File: config.mk
export PLATFORM = sky130hd
export DESIGN_NAME = tick_monitor
export DESIGN_NICKNAME = d
export VERILOG_FILES = /design/src/rtl/tick_monitor.sv
export SDC_FILE = /design/constraint.sdc
export NUM_CORES = 1
export LEC_CHECK = 0
export BUFFER_PORTS_ARGS = -buffer_cell sky130_fd_sc_hd__buf_2
export CAP_MARGIN = 20
export CORE_MARGIN = 5
export CORE_UTILIZATION = 35
export CTS_CLUSTER_DIAMETER = 50
export DETAILED_ROUTE_END_ITERATION = 10
export PLACE_DENSITY = 0.53
export SLEW_MARGIN = 20
export SYNTH_ARGS = -nofsm -noshare
export SYNTH_HDL_FRONTEND = slang
export SYNTH_SLANG_ARGS = --single-unit
File: constraint.sdc
create_clock -name clk -period 4.74 [get_ports clk]
set_input_delay 0.711 -clock clk [delete_from_list [all_inputs] [get_ports clk]]
set_output_delay 0.711 -clock clk [all_outputs]
set_load 0.02 [all_outputs]
File: src/rtl/tick_monitor.sv
// Tick-interval monitor: measures the spacing of single-cycle ticks, declares lock, flags timeouts.
// Optional error counter built only when TICK_MONITOR_ERRCNT_EN is defined.
module tick_monitor #(
    parameter int EXPECTED   = 25,
    parameter int TOLERANCE  = 1,
    parameter int LOCK_COUNT = 4,
    parameter int WIDTH      = 16
) (
    input  logic             clk,
    input  logic             reset,
    input  logic             pulse,
    input  logic             clear,
    output logic [WIDTH-1:0] period,
    output logic             period_valid,
    output logic             locked,
    output logic             missing,
    output logic [7:0]       err_count
);

    localparam int GW = (LOCK_COUNT < 1) ? 1 : $clog2(LOCK_COUNT + 1);
    localparam logic [WIDTH-1:0] LO      = WIDTH'(EXPECTED - TOLERANCE);
    localparam logic [WIDTH-1:0] HI      = WIDTH'(EXPECTED + TOLERANCE);
    localparam logic [GW-1:0]    GOAL_M1 = GW'(LOCK_COUNT - 1);

    typedef enum logic [1:0] {S_IDLE, S_ACQUIRE, S_LOCKED} state_t;

    state_t           r_state, w_state_nxt;
    logic [WIDTH-1:0] r_cnt, w_cnt_nxt;
    logic [GW-1:0]    r_good, w_good_nxt;
    logic [WIDTH-1:0] r_period;
    logic             r_period_valid, r_locked, r_missing;
    logic             w_good_ivl, w_timeout, w_report, w_err, w_miss;

    always_comb begin
        w_state_nxt = r_state;
        w_cnt_nxt   = r_cnt;
        w_good_nxt  = r_good;
        w_report    = 1'b0;
        w_err       = 1'b0;
        w_miss      = 1'b0;
        w_good_ivl  = (r_cnt >= LO) && (r_cnt <= HI);
        w_timeout   = (r_state != S_IDLE) && !pulse && (r_cnt == HI);

        case (r_state)
            S_IDLE: begin
                w_cnt_nxt = '0;
                if (pulse) begin
                    w_state_nxt = S_ACQUIRE;
                    w_cnt_nxt   = WIDTH'(1);
                    w_good_nxt  = '0;
                end
            end
            S_ACQUIRE, S_LOCKED: begin
                w_cnt_nxt = pulse ? WIDTH'(1) : r_cnt + WIDTH'(1);
                if (pulse) begin
                    w_report = 1'b1;
                    if (w_good_ivl) begin
                        // In LOCKED the run counter is already at its goal and simply holds.
                        if (r_state == S_ACQUIRE) begin
                            w_good_nxt = r_good + GW'(1);
                            if (r_good == GOAL_M1)
                                w_state_nxt = S_LOCKED;
                        end
                    end else begin
                        w_err       = 1'b1;
                        w_good_nxt  = '0;
                        w_state_nxt = S_ACQUIRE;
                    end
                end else if (w_timeout) begin
                    w_miss      = 1'b1;
                    w_err       = 1'b1;
                    w_good_nxt  = '0;
                    w_cnt_nxt   = '0;
                    w_state_nxt = S_IDLE;
                end
            end
            default: begin
                w_state_nxt = S_IDLE;
                w_cnt_nxt   = '0;
                w_good_nxt  = '0;
            end
        endcase
    end

    always_ff @(posedge clk or posedge reset) begin
        if (reset) begin
            r_state        <= S_IDLE;
            r_cnt          <= '0;
            r_good         <= '0;
            r_period       <= '0;
            r_period_valid <= 1'b0;
            r_locked       <= 1'b0;
            r_missing      <= 1'b0;
        end else begin
            r_state        <= w_state_nxt;
            r_cnt          <= w_cnt_nxt;
            r_good         <= w_good_nxt;
            r_period_valid <= w_report;
            r_missing      <= w_miss;
            r_locked       <= (w_state_nxt == S_LOCKED);
            if (w_report)
                r_period <= r_cnt;
        end
    end

    assign period       = r_period;
    assign period_valid = r_period_valid;
    assign locked       = r_locked;
    assign missing      = r_missing;

`ifdef TICK_MONITOR_ERRCNT_EN
    logic [7:0] r_err_count;

    // clear wins over a same-cycle error
    always_ff @(posedge clk or posedge reset) begin
        if (reset)
            r_err_count <= 8'd0;
        else if (clear)
            r_err_count <= 8'd0;
        else if (w_err && (r_err_count != 8'hFF))
            r_err_count <= r_err_count + 8'd1;
    end

    assign err_count = r_err_count;
`else
    logic [1:0] w_unused;
    assign w_unused  = {clear, w_err};
    assign err_count = 8'd0;
`endif

endmodule
==> results of run 1 <==
[logic make-up (layout without fill, tap and decap cells)]
kind of cell             count (synthesis)  count (layout)
AO/OA/AOI/OAI                           15              15
XOR/XNOR                                14              14
adder cells (fa/ha/maj)                  8               8
buffers and inverters                   25              42
flip-flops                              40              40
multiplexers                            16              16
other                                    1               8
AND/OR/NAND/NOR                         63              63
[state kept, by name, indices dropped and copies added (netlist names)]
signal,cells
r_state,2
missing,1
period_valid,1
period,16
r_cnt,16
locked,1
r_good,3
[stage by stage]
step,setup WS [ps],instances
6_report,2440,278
5_1_grt,2200,278
4_1_cts,2400,278
3_5_place_dp,2420,271
3_3_place_gp,2420,271
2_1_floorplan,2850,189
[cell type report]
class / instances / share of cell area
inverters: 13 / 0.0220
clock inverters: 1 / 0.00226
flip-flops and latches: 40 / 0.452
repair buffers: 22 / 0.0509
well taps: 72 / 0.0407
clock buffers: 6 / 0.0328
multi-input cells: 124 / 0.399
[path summary, 6_finish.rpt]
path	startpoint	to	slack [ps]
min in group asynchronous	reset	period[12]	530
worst min register to register	period[14]	period[14]	470
worst max-delay path	r_state[1]	r_good[2]	2440
max in group asynchronous	reset	period[15]	3850
worst max register to register	r_state[1]	r_good[2]	2440
worst min-delay path	period[14]	period[14]	470
[power by group through the flow]
stage	Clock (W)	Sequential, W	Combinational (W)
3_5_place_dp	0	0.000397	0.000185
3_3_place_gp	0	0.000396	0.000186
2_1_floorplan	0	0.000404	0.000139
6_report	0.000208	0.000390	0.000186
4_1_cts	0.000219	0.000390	0.000187
5_1_grt	0.000235	0.000396	0.000211
[cells in the final DEF (no fill, tap or decap), drive strengths merged]
cell type	n
and4	2
ha	8
clkbuf	6
nand2	12
nand3	10
a21oi	3
a311oi	1
xnor2	6
o21ai	6
a211oi	2
clkinv	1
nor2b	2
mux2	16
xor2	8
nor4	3
a31oi	2
nor2	23
and2	3
nand4	3
and4b	1
o22a	1
dfrtp	40
conb	8
inv	13
buf	22
nor3	2
and3	2
[routing by layer]
layer	part of all wire	vias to the layer above	GRT usage	wire (um)
li1	-	641	-	-
met1	0.50	600	0.150	1760
met2	0.45	26	0.162	1580
met3	0.045	5	0.0320	159
met4	0.012	0	0.0345	43
met5	0	-	0	0
[cells in the mapped netlist]
| master | number | area share |
|---|---|---|
| a211oi_2 | 1 | 0.0063 |
| nor2_1 | 23 | 0.044 |
| nor3_1 | 2 | 0.0050 |
| and4_1 | 1 | 0.0044 |
| and4_4 | 1 | 0.0057 |
| a211oi_1 | 1 | 0.0038 |
| clkbuf_1 | 2 | 0.0038 |
| conb_1 | 1 | 0.0019 |
| mux2_2 | 13 | 0.074 |
| a311oi_2 | 1 | 0.0076 |
| nor4_2 | 2 | 0.013 |
| mux2_1 | 3 | 0.017 |
| ha_1 | 8 | 0.050 |
| dfrtp_1 | 40 | 0.50 |
| a31oi_1 | 2 | 0.0063 |
| o21ai_0 | 5 | 0.013 |
| and4b_1 | 1 | 0.0050 |
| nand2_1 | 12 | 0.023 |
| and2_1 | 3 | 0.0095 |
| and3_1 | 2 | 0.0063 |
| nor2b_1 | 2 | 0.0063 |
| nand4_1 | 2 | 0.0063 |
| buf_4 | 9 | 0.034 |
| nor4_4 | 1 | 0.011 |
| inv_1 | 13 | 0.025 |
| a21oi_1 | 2 | 0.0050 |
| o21ai_1 | 1 | 0.0025 |
| o22a_1 | 1 | 0.0044 |
| nand3_2 | 1 | 0.0050 |
| xnor2_1 | 6 | 0.026 |
| nand3_1 | 9 | 0.023 |
| clkbuf_2 | 1 | 0.0025 |
| xor2_1 | 8 | 0.035 |
| nand4_2 | 1 | 0.0063 |
| a21oi_2 | 1 | 0.0044 |
[worst register-to-register path, cell delays in order (launching register included)]
cell	delay [ps]
dfrtp_1	440
inv_1	90
ha_1	360
nand2_1	580
inv_1	200
nand3_2	170
nor2_1	50
mux2_1	280
==> run_results.csv, run 1 <==
group,metric,value,unit
outcome,outcome,"completed",
place,placed_area,2130,um^2
route,drtAntennaViolNets,0,
power_and_ir_drop,p_clk_frac,0.265,
route,drt_iter0_drc,61,
logic_synthesis,yosys_warnings,0,
cts,ctsHoldBuffers,0,
place,portBuffers,21,
sta,clock.fmax,435,MHz
cts,clock_latency,280,ps
final_layout,multiInputGateArea,883,um^2
power_and_ir_drop,p_switching,0.000254,W
sta,finalSetupViolCount,0,
global_routing,grt_pass1_vias,1302,
setup_path,crit_type,"register to register",
sta,finalSetupTns,0,ps
global_routing,grt-ovfl-total,0,
cts,cts.clk_slew.worst_paths,70,ps
route,first_pass_iters,4,
power_and_ir_drop,switching_share,0.324,
logic_synthesis,synth-compound-area-share,0.0530,
cts,tritoncts,"yes",
setup_path,cp_num_cells,7,
final_layout,fin_util,0.402,
power_and_ir_drop,leakagePower,1.09,nW
sta,finalMaxSlewViolations,0,
setup_path,worstPathCellList,"inv_1 -> ha_1 -> nand2_1 -> inv_1 -> nand3_2 -> nor2_1 -> mux2_1",
setup_path,cp_num_buf_inv,2,
cts,clock_path_buffers,2,
floorplan,rows,27,
route,routed_wl,3540,um
logic_synthesis,yosys.cell_types.count,35,
setup_path,critPathMaxFanout,19,
floorplan,die_w,85.3,um
power_and_ir_drop,power_density,354,nW/um^2
floorplan,die_y,85.3,um
logic_synthesis,synthAdderAreaFrac,0.0505,
logic_synthesis,synth_top_family_by_area,"simple AND/OR/NAND/NOR gates",
place,place.gp.congestion,0.732,
route,avgViaCountPerCell,4.58,
logic_synthesis,synth_area,1980,um^2
floorplan,io-pin-count,31,
cts,ctsResizeCount,0,
logic_synthesis,synth_seq_area_share,0.505,
final_layout,post-route-cell-area,2210,um^2
global_routing,grt_pass1_wl,6350,um
sta,whs,474,ps
global_routing,grt_max_degree,41,
route,routedWlPerCell,12.7,um
sta,worst_pin_slew,736,ps
sta,maxSlewHeadroom,0.508,
setup_path,path_delay_family,"simple AND/OR/NAND/NOR gates",
logic_synthesis,syn_avg_cell_area,10.9,um^2
setup_path,slowest_stage,"nand2_1",
final_layout,antenna_cells,0,
cts,postCtsSetupBuffers,0,
cts,cts.sinks,40,
sta,min_period,2300,ps
sta,final-hold-violation-count,0,
global_routing,antenna_found_initial,0,
place,hpwl,2520,um
logic_synthesis,synth_cells,182,
floorplan,core,5510,um^2
power_and_ir_drop,power.share.combinational,0.237,
logic_synthesis,synth_xor_area_frac,0.0618,
logic_synthesis,ys_ff_latch,40,
setup_path,worstPathArrival,2470,ps
sta,fin_crit_sh,0.485,
min_path,whs_path_depth,2,
sta,finClkSkew,2.24,ps
floorplan,initial_core_util,0.360,
final_layout,fillCellCount,548,
setup_path,reg2reg_depth,7,
cts,root_buffer,"clkbuf_8",
final_layout,drive_above_1_share,0.248,
cts,cts_buffers,5,
setup_path,cp_data_required_time,4900,ps
global_routing,grt_use_total,0.108,
setup_path,crit_top_cell,"inv_1",
power_and_ir_drop,p_seq_frac,0.497,
power_and_ir_drop,p_int,0.000530,W
setup_path,worstSetupEndpointType,"register",
final_layout,regArea,1000,um^2
sta,rsz0062_at_grt,"false",
cts,htree_levels,2,
logic_synthesis,muxShareOfSynthArea,0.0909,
floorplan,die-area,7270,um^2
power_and_ir_drop,power,0.000784,W
route,vias,1272,
job,max_cap_violations,0,
logic_synthesis,synthSimpleGateAreaFrac,0.172,
power_and_ir_drop,ir_worst_vdd,0.000172,V
setup_path,cp-start-kind,"register",
min_path,hp-class,"register to register",
final_layout,num-nets-final,218,
setup_path,slowest_delay,580,ps
final_layout,area_delta_synth_final,11.6,%
route,drc,0,
(Power assumes the default switching activity.)
==> run 2, diff against run 1 <==
- ABC_AREA: unset -> 1
- PLACE_DENSITY: 0.53 -> 0.54
- clock period: 4.74 -> 2.1 ns (I/O delays scaled with it)
==> run_results.csv, run 2 <==
group,metric,value,unit
outcome,outcome,"completed",
setup_path,crit_type,"register to register",
route,vias,1756,
logic_synthesis,yosys_warnings,0,
setup_path,worstPathArrival,1970,ps
final_layout,regArea,1000,um^2
global_routing,antenna_found_initial,0,
global_routing,grt_pass1_wl,8450,um
global_routing,grt_max_degree,41,
global_routing,grt_pass1_vias,1809,
final_layout,area_delta_synth_final,13.8,%
final_layout,multiInputGateArea,1070,um^2
logic_synthesis,synthTopCellsByCount,"71 x nand2_1, 40 x dfrtp_1, 32 x nor2_1",
power_and_ir_drop,p_seq_frac,0.414,
route,routedWlPerCell,12.8,um
sta,finalSetupViolCount,0,
sta,whs,133,ps
sta,finalMaxSlewViolations,0,
cts,clock_path_buffers,2,
route,drtAntennaViolNets,0,
cts,cts_buffers,5,
global_routing,grt-ovfl-total,0,
cts,postCtsSetupBuffers,0,
power_and_ir_drop,leakagePower,1.32,nW
setup_path,cp-start-kind,"register",
sta,worst_pin_slew,508,ps
job,max_cap_violations,0,
min_path,hp-class,"input pin to async pin",
setup_path,cp_data_required_time,2280,ps
logic_synthesis,synthMostInstantiatedCell,"nand2_1",
logic_synthesis,synth_cells,275,
route,avgViaCountPerCell,4.63,
logic_synthesis,synth_edf_count,0,
power_and_ir_drop,power.share.combinational,0.240,
sta,fin_crit_sh,0.855,
floorplan,rows,29,
final_layout,mostFrequentLayoutCells,"71 x nand2_1, 40 x dfrtp_1, 32 x nor2_1, 29 x inv_1, 21 x buf_2",
logic_synthesis,synthTopCellsByArea,"dfrtp_1 45%, nand2_1 12%, nor2_1 5.4%",
floorplan,die_y,90.1,um
setup_path,reg2reg_depth,6,
cts,htree_levels,2,
sta,min_period,1790,ps
sta,clock.fmax,557,MHz
place,hpwl,3720,um
logic_synthesis,yosysTopAreaCell,"dfrtp_1",
cts,ctsResizeCount,0,
route,first_pass_iters,4,
power_and_ir_drop,p_int,0.00146,W
route,drc,0,
floorplan,die_w,90.1,um
sta,rsz0062_at_grt,"false",
setup_path,critPathMaxFanout,14,
power_and_ir_drop,switching_share,0.324,
floorplan,initial_core_util,0.358,
setup_path,r2r_start,"r_state[0]",
final_layout,drive_above_1_share,0.209,
cts,clock_latency,300,ps
place,dp_slack,304,ps
logic_synthesis,syn_avg_cell_area,8.16,um^2
global_routing,grt_use_total,0.124,
final_layout,num-nets-final,314,
logic_synthesis,ys_ff_latch,40,
logic_synthesis,yosysTopAreaCellShare,0.446,
power_and_ir_drop,p_clk_frac,0.346,
floorplan,die-area,8120,um^2
cts,ctsHoldBuffers,0,
cts,cts.clk_slew.worst_paths,90,ps
sta,finClkSkew,9.85,ps
power_and_ir_drop,p_switching,0.000698,W
power_and_ir_drop,power,0.00215,W
setup_path,r2r_setup_slack,310,ps
cts,tritoncts,"yes",
final_layout,stdcell_count,379,
sta,fin_ws,305,ps
logic_synthesis,yosys.cell_types.count,32,
final_layout,fillCellCount,664,
route,routed_wl,4860,um
route,drt_iter0_drc,69,
floorplan,io-pin-count,31,
sta,maxSlewHeadroom,0.662,
logic_synthesis,synth-main-ff-cell,"dfrtp_1",
power_and_ir_drop,ir_worst_vdd,0.000369,V
place,place.gp.congestion,0.866,
logic_synthesis,synth_seq_area_share,0.446,
power_and_ir_drop,power_density,843,nW/um^2
place,dp.cells,372,
final_layout,antenna_cells,0,
sta,finalSetupTns,0,ps
logic_synthesis,async_reset_ff_frac,1.00,
floorplan,core,6280,um^2
setup_path,worstReg2RegEnd,"period[1]",
setup_path,worstSetupEndpointType,"register",
cts,root_buffer,"clkbuf_8",
final_layout,final_common_cell,"nand2_1",
place,portBuffers,21,
sta,final-hold-violation-count,0,
logic_synthesis,synth_area,2240,um^2
cts,cts.sinks,40,
## run 2: cell types whose count changed after synthesis, moves of 4 or more
cell and delta:
xnor2_1 -6, mux2_2 -13, nand2_2 +4, o21ai_0 +10
xor2_1 -5, nor2_2 +7, nand2_1 +59, nor3_1 +5
nor2_1 +9, inv_1 +16
## run 2: how the worst max path moves through the flow
stage	cells after the start	slack, ps	to	startpoint
after detailed placement	6	300	period[1]	r_state[0]
after CTS	6	280	period[1]	r_state[0]
final	6	310	period[1]	r_state[0]
after floorplan	7	550	period[3]	r_state[0]
after global routing	6	120	period[9]	r_state[0]
after global placement	6	350	period[10]	r_state[0]
## run 2: layout make-up
class | instances | share of cell area
well taps | 77 | 0.0377
multi-input cells | 197 | 0.419
clock inverters | 2 | 0.0235
clock buffers | 5 | 0.0269
inverters | 33 | 0.0485
flip-flops and latches | 40 | 0.392
repair buffers | 25 | 0.0529
## run 2: through the flow
stage / cell area (um^2) / utilization
finish: 2550 / 0.407
global route: 2550 / 0.407
CTS: 2550 / 0.407
detailed placement: 2430 / 0.386
global placement: 2430 / 0.386
floorplan: 2270 / -
## run 2: power by group through the flow
stage	Combinational (W)	Sequential, W	Clock [W]
global route	0.000582	0.000899	0.000783
finish	0.000518	0.000892	0.000744
CTS	0.000527	0.000891	0.000764
floorplan	0.000359	0.000924	0
detailed placement	0.000525	0.000906	0
global placement	0.000521	0.000904	0
## run 2: worst max-delay path, cell delays in order (launching register included)
cell	delay, ps
dfrtp_1	420
inv_1	90
ha_1	410
nand2_1	340
buf_4	290
nand2_1	50
o21ai_0	70
## run 2: routing by layer
layer / share of wire / GRT usage / vias up / routed length (um)
met5: 0 / 0 / - / 0
met4: 0.020 / 0.0459 / 0 / 98
met3: 0.044 / 0.0242 / 7 / 212
met2: 0.47 / 0.215 / 39 / 2280
met1: 0.47 / 0.152 / 808 / 2260
li1: - / - / 902 / -
## run 2: logic make-up after synthesis
| logic type | synth area share |
|---|---|
| and+or+nand+nor | 0.346 |
| xor gates and xnor gates | 0.0117 |
| AOI/OAI and AO/OA | 0.0608 |
| DFF | 0.446 |
| other | 0.00167 |
| buffers and inverters | 0.0892 |
| adders and majority gates | 0.0446 |
